[src/rtl/seq_shift_add_multplr_pkg.sv]
// Shared definitions for the sequential arithmetic blocks: FSM state
// encoding and the counter-width helper.
package seq_shift_add_multplr_pkg;

  localparam logic [1:0] ST_IDLE = 2'd0;
  localparam logic [1:0] ST_CALC = 2'd1;
  localparam logic [1:0] ST_DONE = 2'd2;

  typedef enum logic [1:0] {
    IDLE = ST_IDLE,
    CALC = ST_CALC,
    DONE = ST_DONE
  } state_t;

  // Smallest r with 2**r >= n; sizes iteration counters (called with WIDTH+1).
  function automatic int clog2(input int n);
    int r;
    r = 0;
    while ((1 << r) < n) r = r + 1;
    return r;
  endfunction

endpackage

[src/rtl/seq_shift_add_multplr_adder.sv]
// Ripple-carry adder with carry out, built from the full_adder cell.

module full_adder (
  input  logic a,
  input  logic b,
  input  logic cin,
  output logic sum,
  output logic cout
);

  assign sum  = a ^ b ^ cin;
  assign cout = (a & b) | (cin & (a ^ b));

endmodule

module n_bit_adder #(
  parameter int WIDTH = 4
) (
  input  logic [WIDTH-1:0] a,
  input  logic [WIDTH-1:0] b,
  input  logic             cin,
  output logic [WIDTH-1:0] sum,
  output logic             cout
);

  logic [WIDTH:0] carry;

  assign carry[0] = cin;

  for (genvar i = 0; i < WIDTH; i++) begin : g_fa
    full_adder u_fa (
      .a   (a[i]),
      .b   (b[i]),
      .cin (carry[i]),
      .sum (sum[i]),
      .cout(carry[i+1])
    );
  end

  assign cout = carry[WIDTH];

endmodule

[src/rtl/seq_shift_add_multplr.sv]
// Sequential shift-add multiplier: one WIDTH-bit adder, WIDTH iterations,
// start/done handshake, unsigned or two's-complement operands per operation.
// Signed operands are reduced to magnitudes at load and the sign is
// reapplied when the product is written.

module seq_shift_add_multplr
  import seq_shift_add_multplr_pkg::*;
#(
  parameter int WIDTH = 4
) (
  input  logic               clk,
  input  logic               rst,
  input  logic               start,
  input  logic               signed_mode,
  input  logic [WIDTH-1:0]   a,
  input  logic [WIDTH-1:0]   b,
  output logic               ready,
  output logic               busy,
  output logic               done,
  output logic [2*WIDTH-1:0] product
);

  localparam int CNT_W = clog2(WIDTH + 1);

  state_t             state, state_nxt;
  logic [CNT_W-1:0]   cnt;
  logic [WIDTH-1:0]   mcand;      // multiplicand magnitude
  logic [2*WIDTH-1:0] acc;        // {partial product, remaining multiplier bits}
  logic               neg;        // result sign for signed mode
  logic               load;
  logic               last_step;
  logic [WIDTH-1:0]   addend;
  logic [WIDTH-1:0]   sum;
  logic               carry;
  logic [2*WIDTH-1:0] acc_nxt;

  // Magnitude of a two's-complement operand; -2**(WIDTH-1) maps to
  // 2**(WIDTH-1), which still fits in WIDTH unsigned bits.
  function automatic logic [WIDTH-1:0] mag(input logic [WIDTH-1:0] v, input logic sm);
    return (sm && v[WIDTH-1]) ? -v : v;
  endfunction

  assign last_step = (state == CALC) && (cnt == CNT_W'(WIDTH - 1));

  // Add the multiplicand when the current multiplier bit is set; the carry
  // out becomes the top bit of the right-shifted accumulator.
  assign addend  = mcand & {WIDTH{acc[0]}};
  assign acc_nxt = {carry, sum, acc[WIDTH-1:1]};

  n_bit_adder #(.WIDTH(WIDTH)) u_adder (
    .a   (acc[2*WIDTH-1:WIDTH]),
    .b   (addend),
    .cin (1'b0),
    .sum (sum),
    .cout(carry)
  );

  // State register.
  // NOTE: sequential state uses non-blocking (<=) so every flop samples
  // pre-edge values regardless of block evaluation order.
  always_ff @(posedge clk or posedge rst) begin
    if (rst) state <= IDLE;
    else     state <= state_nxt;
  end

  // Next-state decode and handshake outputs.
  always_comb begin
    // NOTE: every output gets a default first so no path leaves it
    // unassigned, which would otherwise infer a latch.
    state_nxt = state;
    ready     = 1'b0;
    busy      = 1'b0;
    done      = 1'b0;
    load      = 1'b0;
    case (state)
      IDLE: begin
        ready = 1'b1;
        if (start) begin
          load      = 1'b1;
          state_nxt = CALC;
        end
      end
      CALC: begin
        busy = 1'b1;
        if (last_step) state_nxt = DONE;
      end
      DONE: begin
        done  = 1'b1;
        ready = 1'b1;
        if (start) begin
          load      = 1'b1;
          state_nxt = CALC;
        end else begin
          state_nxt = IDLE;
        end
      end
      default: state_nxt = IDLE;
    endcase
  end

  // Operand load, one shift-add step per CALC cycle, sign fix on write-back.
  always_ff @(posedge clk or posedge rst) begin
    if (rst) begin
      cnt     <= '0;
      mcand   <= '0;
      acc     <= '0;
      neg     <= 1'b0;
      product <= '0;
    end else if (load) begin
      cnt   <= '0;
      mcand <= mag(b, signed_mode);
      acc   <= {{WIDTH{1'b0}}, mag(a, signed_mode)};
      neg   <= signed_mode & (a[WIDTH-1] ^ b[WIDTH-1]);
    end else if (state == CALC) begin
      cnt <= cnt + 1'b1;
      acc <= acc_nxt;
      if (last_step) product <= neg ? -acc_nxt : acc_nxt;
    end
  end

endmodule

[config.mk]
export PLATFORM = sky130hd
export DESIGN_NAME = seq_shift_add_multplr
export DESIGN_NICKNAME = d
export VERILOG_FILES = /design/src/rtl/seq_shift_add_multplr_pkg.sv /design/src/rtl/seq_shift_add_multplr_adder.sv /design/src/rtl/seq_shift_add_multplr.sv
export SDC_FILE = /design/constraint.sdc
export NUM_CORES = 1
export LEC_CHECK = 0
export BUFFER_PORTS_ARGS = -buffer_cell sky130_fd_sc_hd__buf_2
export CORE_MARGIN = 2
export CORE_UTILIZATION = 32
export CTS_BUF_LIST = sky130_fd_sc_hd__clkbuf_8
export CTS_CLUSTER_SIZE = 14
export DETAILED_ROUTE_END_ITERATION = 6
export PLACE_DENSITY_LB_ADDON = 0.08
export SYNTH_ARGS = -nofsm -noshare
export SYNTH_HDL_FRONTEND = slang
export SYNTH_SLANG_ARGS = --single-unit
[constraint.sdc]
create_clock -name clk -period 7.1 [get_ports clk]
set_clock_uncertainty 0.2 [all_clocks]
set_input_delay 0.355 -clock clk [delete_from_list [all_inputs] [get_ports clk]]
set_output_delay 0.355 -clock clk [all_outputs]
set_load 0.005 [all_outputs]
==> flow_summary.yaml <==
synth:
  syn_avg_cell_area_um2: 9.82
  ys_types: 29
  synthCells: 140
  syn_nets: 161
  yosysSeqAreaShare: 0.473
  synth_ff_type: "dfrtp_1"
  synth_edf_count: 0
  syn_area_um2: 1380
  yosys_register_bits: 26
  synthArstFlopShare: 1.00
  yosys_warnings: 0
power_and_ir_drop:
  internal_power_uw: 404
  clkPwrFrac: 0.145
  netSwitchingFraction: 0.398
  p_per_area_nw_per_um2: 426
  vdd_drop_max_uv: 109
  p_sw_uw: 267
  pwr-share-comb: 0.463
  seqPwrFrac: 0.392
  power_leakage_uw: 0.000800
worst_setup_path:
  cp-start-kind: "flop"
  path_class: "reg -> reg"
  required_ns: 7.05
  critPathMaxFanout: 5
  cp-end-kind: "flop"
  cp.arrival_ns: 3.19
flow_run:
  cap_violations: 0
die:
  die_area_um2: 4840
  die_y_um: 69.6
  die_w_um: 69.6
  core-area_um2: 4060
  num_rows: 23
  io_pins: 23
  initial_core_util: 0.339
clock_tree:
  cts-root-buf: "clkbuf_8"
  htree_levels: 1
  clockBufferDepth: 2
  cts_sinks: 26
  clock_latency_ns: 0.27
  ctsResizeCount: 0
  cts_setup_buffers: 0
  numCtsBuffers: 3
  ctsHoldBuffers: 0
  cts.clk_slew.worst_paths_ns: 0.09
  cts_tree: "yes"
layout:
  area_growth_pct: 14.6
  drive_above_1_share: 0.188
  fillers: 410
  n_antenna_cell: 0
  fin_nets: 182
global_routing:
  grt_pass1_wl_mm: 4.67
  grt_overflow: 0
  antenna_found_initial: 0
  grt_pass1_vias: 991
  grt_usage: 0.120
  grt_max_degree: 27
sta:
  setup_ws_ns: 3.85
  rsz0062_at_grt: "no"
  finalSetupViolCount: 0
  drv_slew: 0
  hold_violations: 0
  worst_pin_slew_ns: 0.981
  timing.fmax_mhz: 308
  fin_setup_tns_ns: 0
  relSlewSlack: 0.345
  fin_crit_ns: 3.25
  period_share: 0.457
route:
  routed_wl_mm: 2.59
  via_per_inst: 4.70
  drt_first_pass_iters: 4
  drt_iter0_markers: 34
  vias: 987
  route.detailed.drc: 0
  drtAntennaViolNets: 0
  wl_per_cell_um: 12.3
place:
  hpwlAfterDp_mm: 2.01
  place_congestion: 0.732
  port_buffers: 22
  pre_cts_slack_ns: 3.85
worst_hold_path:
  hold_class: "in -> async"
outcome:
  status: "complete, no violations"
==> worst paths after layout <==
kind,from,endpoint,slack (ns),cells past startpoint
max in group asynchronous,rst,acc[4],6.01,2
worst max-delay path,acc[0],product[7],3.85,9
min in group clk,b[3],mcand[3],0.14,3
worst min-delay path,rst,product[1],0.1,2
worst min register to register,product[6],product[6],0.28,2
worst max register to register,acc[0],product[7],3.85,9
==> cell usage after synthesis, drive strengths merged (2+ instances only) <==
| cell | instances | area [µm²] |
|---|---|---|
| nand2 | 25 | 93.8 |
| nand2b | 3 | 18.8 |
| o31ai | 3 | 27.5 |
| xnor2 | 3 | 26.3 |
| xor2 | 6 | 52.6 |
| inv | 11 | 41.3 |
| ha | 6 | 75.1 |
| dfrtp | 26 | 651 |
| and2 | 4 | 25.0 |
| a22o | 5 | 45.0 |
| a31oi | 2 | 12.5 |
| a21oi | 3 | 15.0 |
| mux2i | 3 | 30.0 |
| o22ai | 2 | 12.5 |
| fa | 3 | 60.1 |
| nor2 | 5 | 18.8 |
| nor2b | 2 | 12.5 |
| o21ai | 17 | 88.8 |
| buf | 4 | 20.0 |
| clkbuf | 2 | 7.51 |
==> area by class of cell <==
type	count	area (µm²)	area share
multi-input combinational	97	656	0.416
clock buffer	4	55.1	0.0349
sequential	26	651	0.413
timing repair buffer	22	110	0.0699
tap	50	62.6	0.0397
inverter	11	41.3	0.0262
==> state kept, by name (all words and copies together) (netlist names) <==
| signal | count |
|---|---|
| product | 8 |
| state | 2 |
| cnt | 3 |
| acc | 8 |
| mcand | 4 |
| neg | 1 |
==> power by group through the flow <==
| stage | registers (µW) | clock network (µW) | logic [µW] |
|---|---|---|---|
| 2_1_floorplan | 253 | 0 | 245 |
| 3_3_place_gp | 263 | 0 | 313 |
| 3_5_place_dp | 266 | 0 | 316 |
| 4_1_cts | 263 | 100 | 317 |
| 5_1_grt | 273 | 108 | 364 |
| 6_report | 263 | 97.4 | 310 |
==> metal layers <==
metal / vias up / wire length, µm / track usage
li1: 510 / - / -
met1: 443 / 1260 / 0.162
met2: 30 / 1160 / 0.187
met3: 4 / 127 / 0.0189
met4: 0 / 50 / 0.0588
met5: - / 0 / 0
==> placed cells by master (no fill, tap or decap), drive strengths merged, types with 4 or more instances in the layout <==
master and n:
a22o 5, and2 4, buf 22, clkbuf 4, dfrtp 26, ha 6, inv 11, nand2 25
nor2 5, o21ai 17, xor2 6
==> stage by stage <==
stage          total power [µW]  std cells  hold slack [ns]  utilization  cell area (µm²)
3_3_place_gp                576        206            0.259        0.375             1520
5_1_grt                     745        210            0.155        0.388             1580
4_1_cts                     680        210            0.131        0.388             1580
2_1_floorplan               498        140            0.195            -             1380
3_5_place_dp                582        206            0.266        0.375             1520
6_report                    671        210           0.0960        0.388             1580
==> worst max-delay path, stage by stage (launching register included) <==
cell	delay [ns]
dfrtp_1	0.41
and2_1	0.15
ha_1	0.19
fa_1	0.38
fa_1	0.40
fa_1	0.51
or4_1	0.54
o21ai_2	0.13
xor2_1	0.15
o21ai_1	0.07
==> logic make-up (layout without fill, tap and decap cells) <==
| kind of cell | after synthesis | count (layout) | share of synthesized area |
|---|---|---|---|
| adder cells (fa/ha/maj) | 9 | 9 | 0.0983 |
| flip-flops | 26 | 26 | 0.473 |
| AO/OA/AOI/OAI | 34 | 34 | 0.158 |
| multiplexers | 3 | 3 | 0.0218 |
| XOR/XNOR | 9 | 9 | 0.0573 |
| AND/OR/NAND/NOR | 42 | 42 | 0.141 |
| buffers and inverters | 17 | 37 | 0.0500 |
Power figures use the tool's default switching activity.
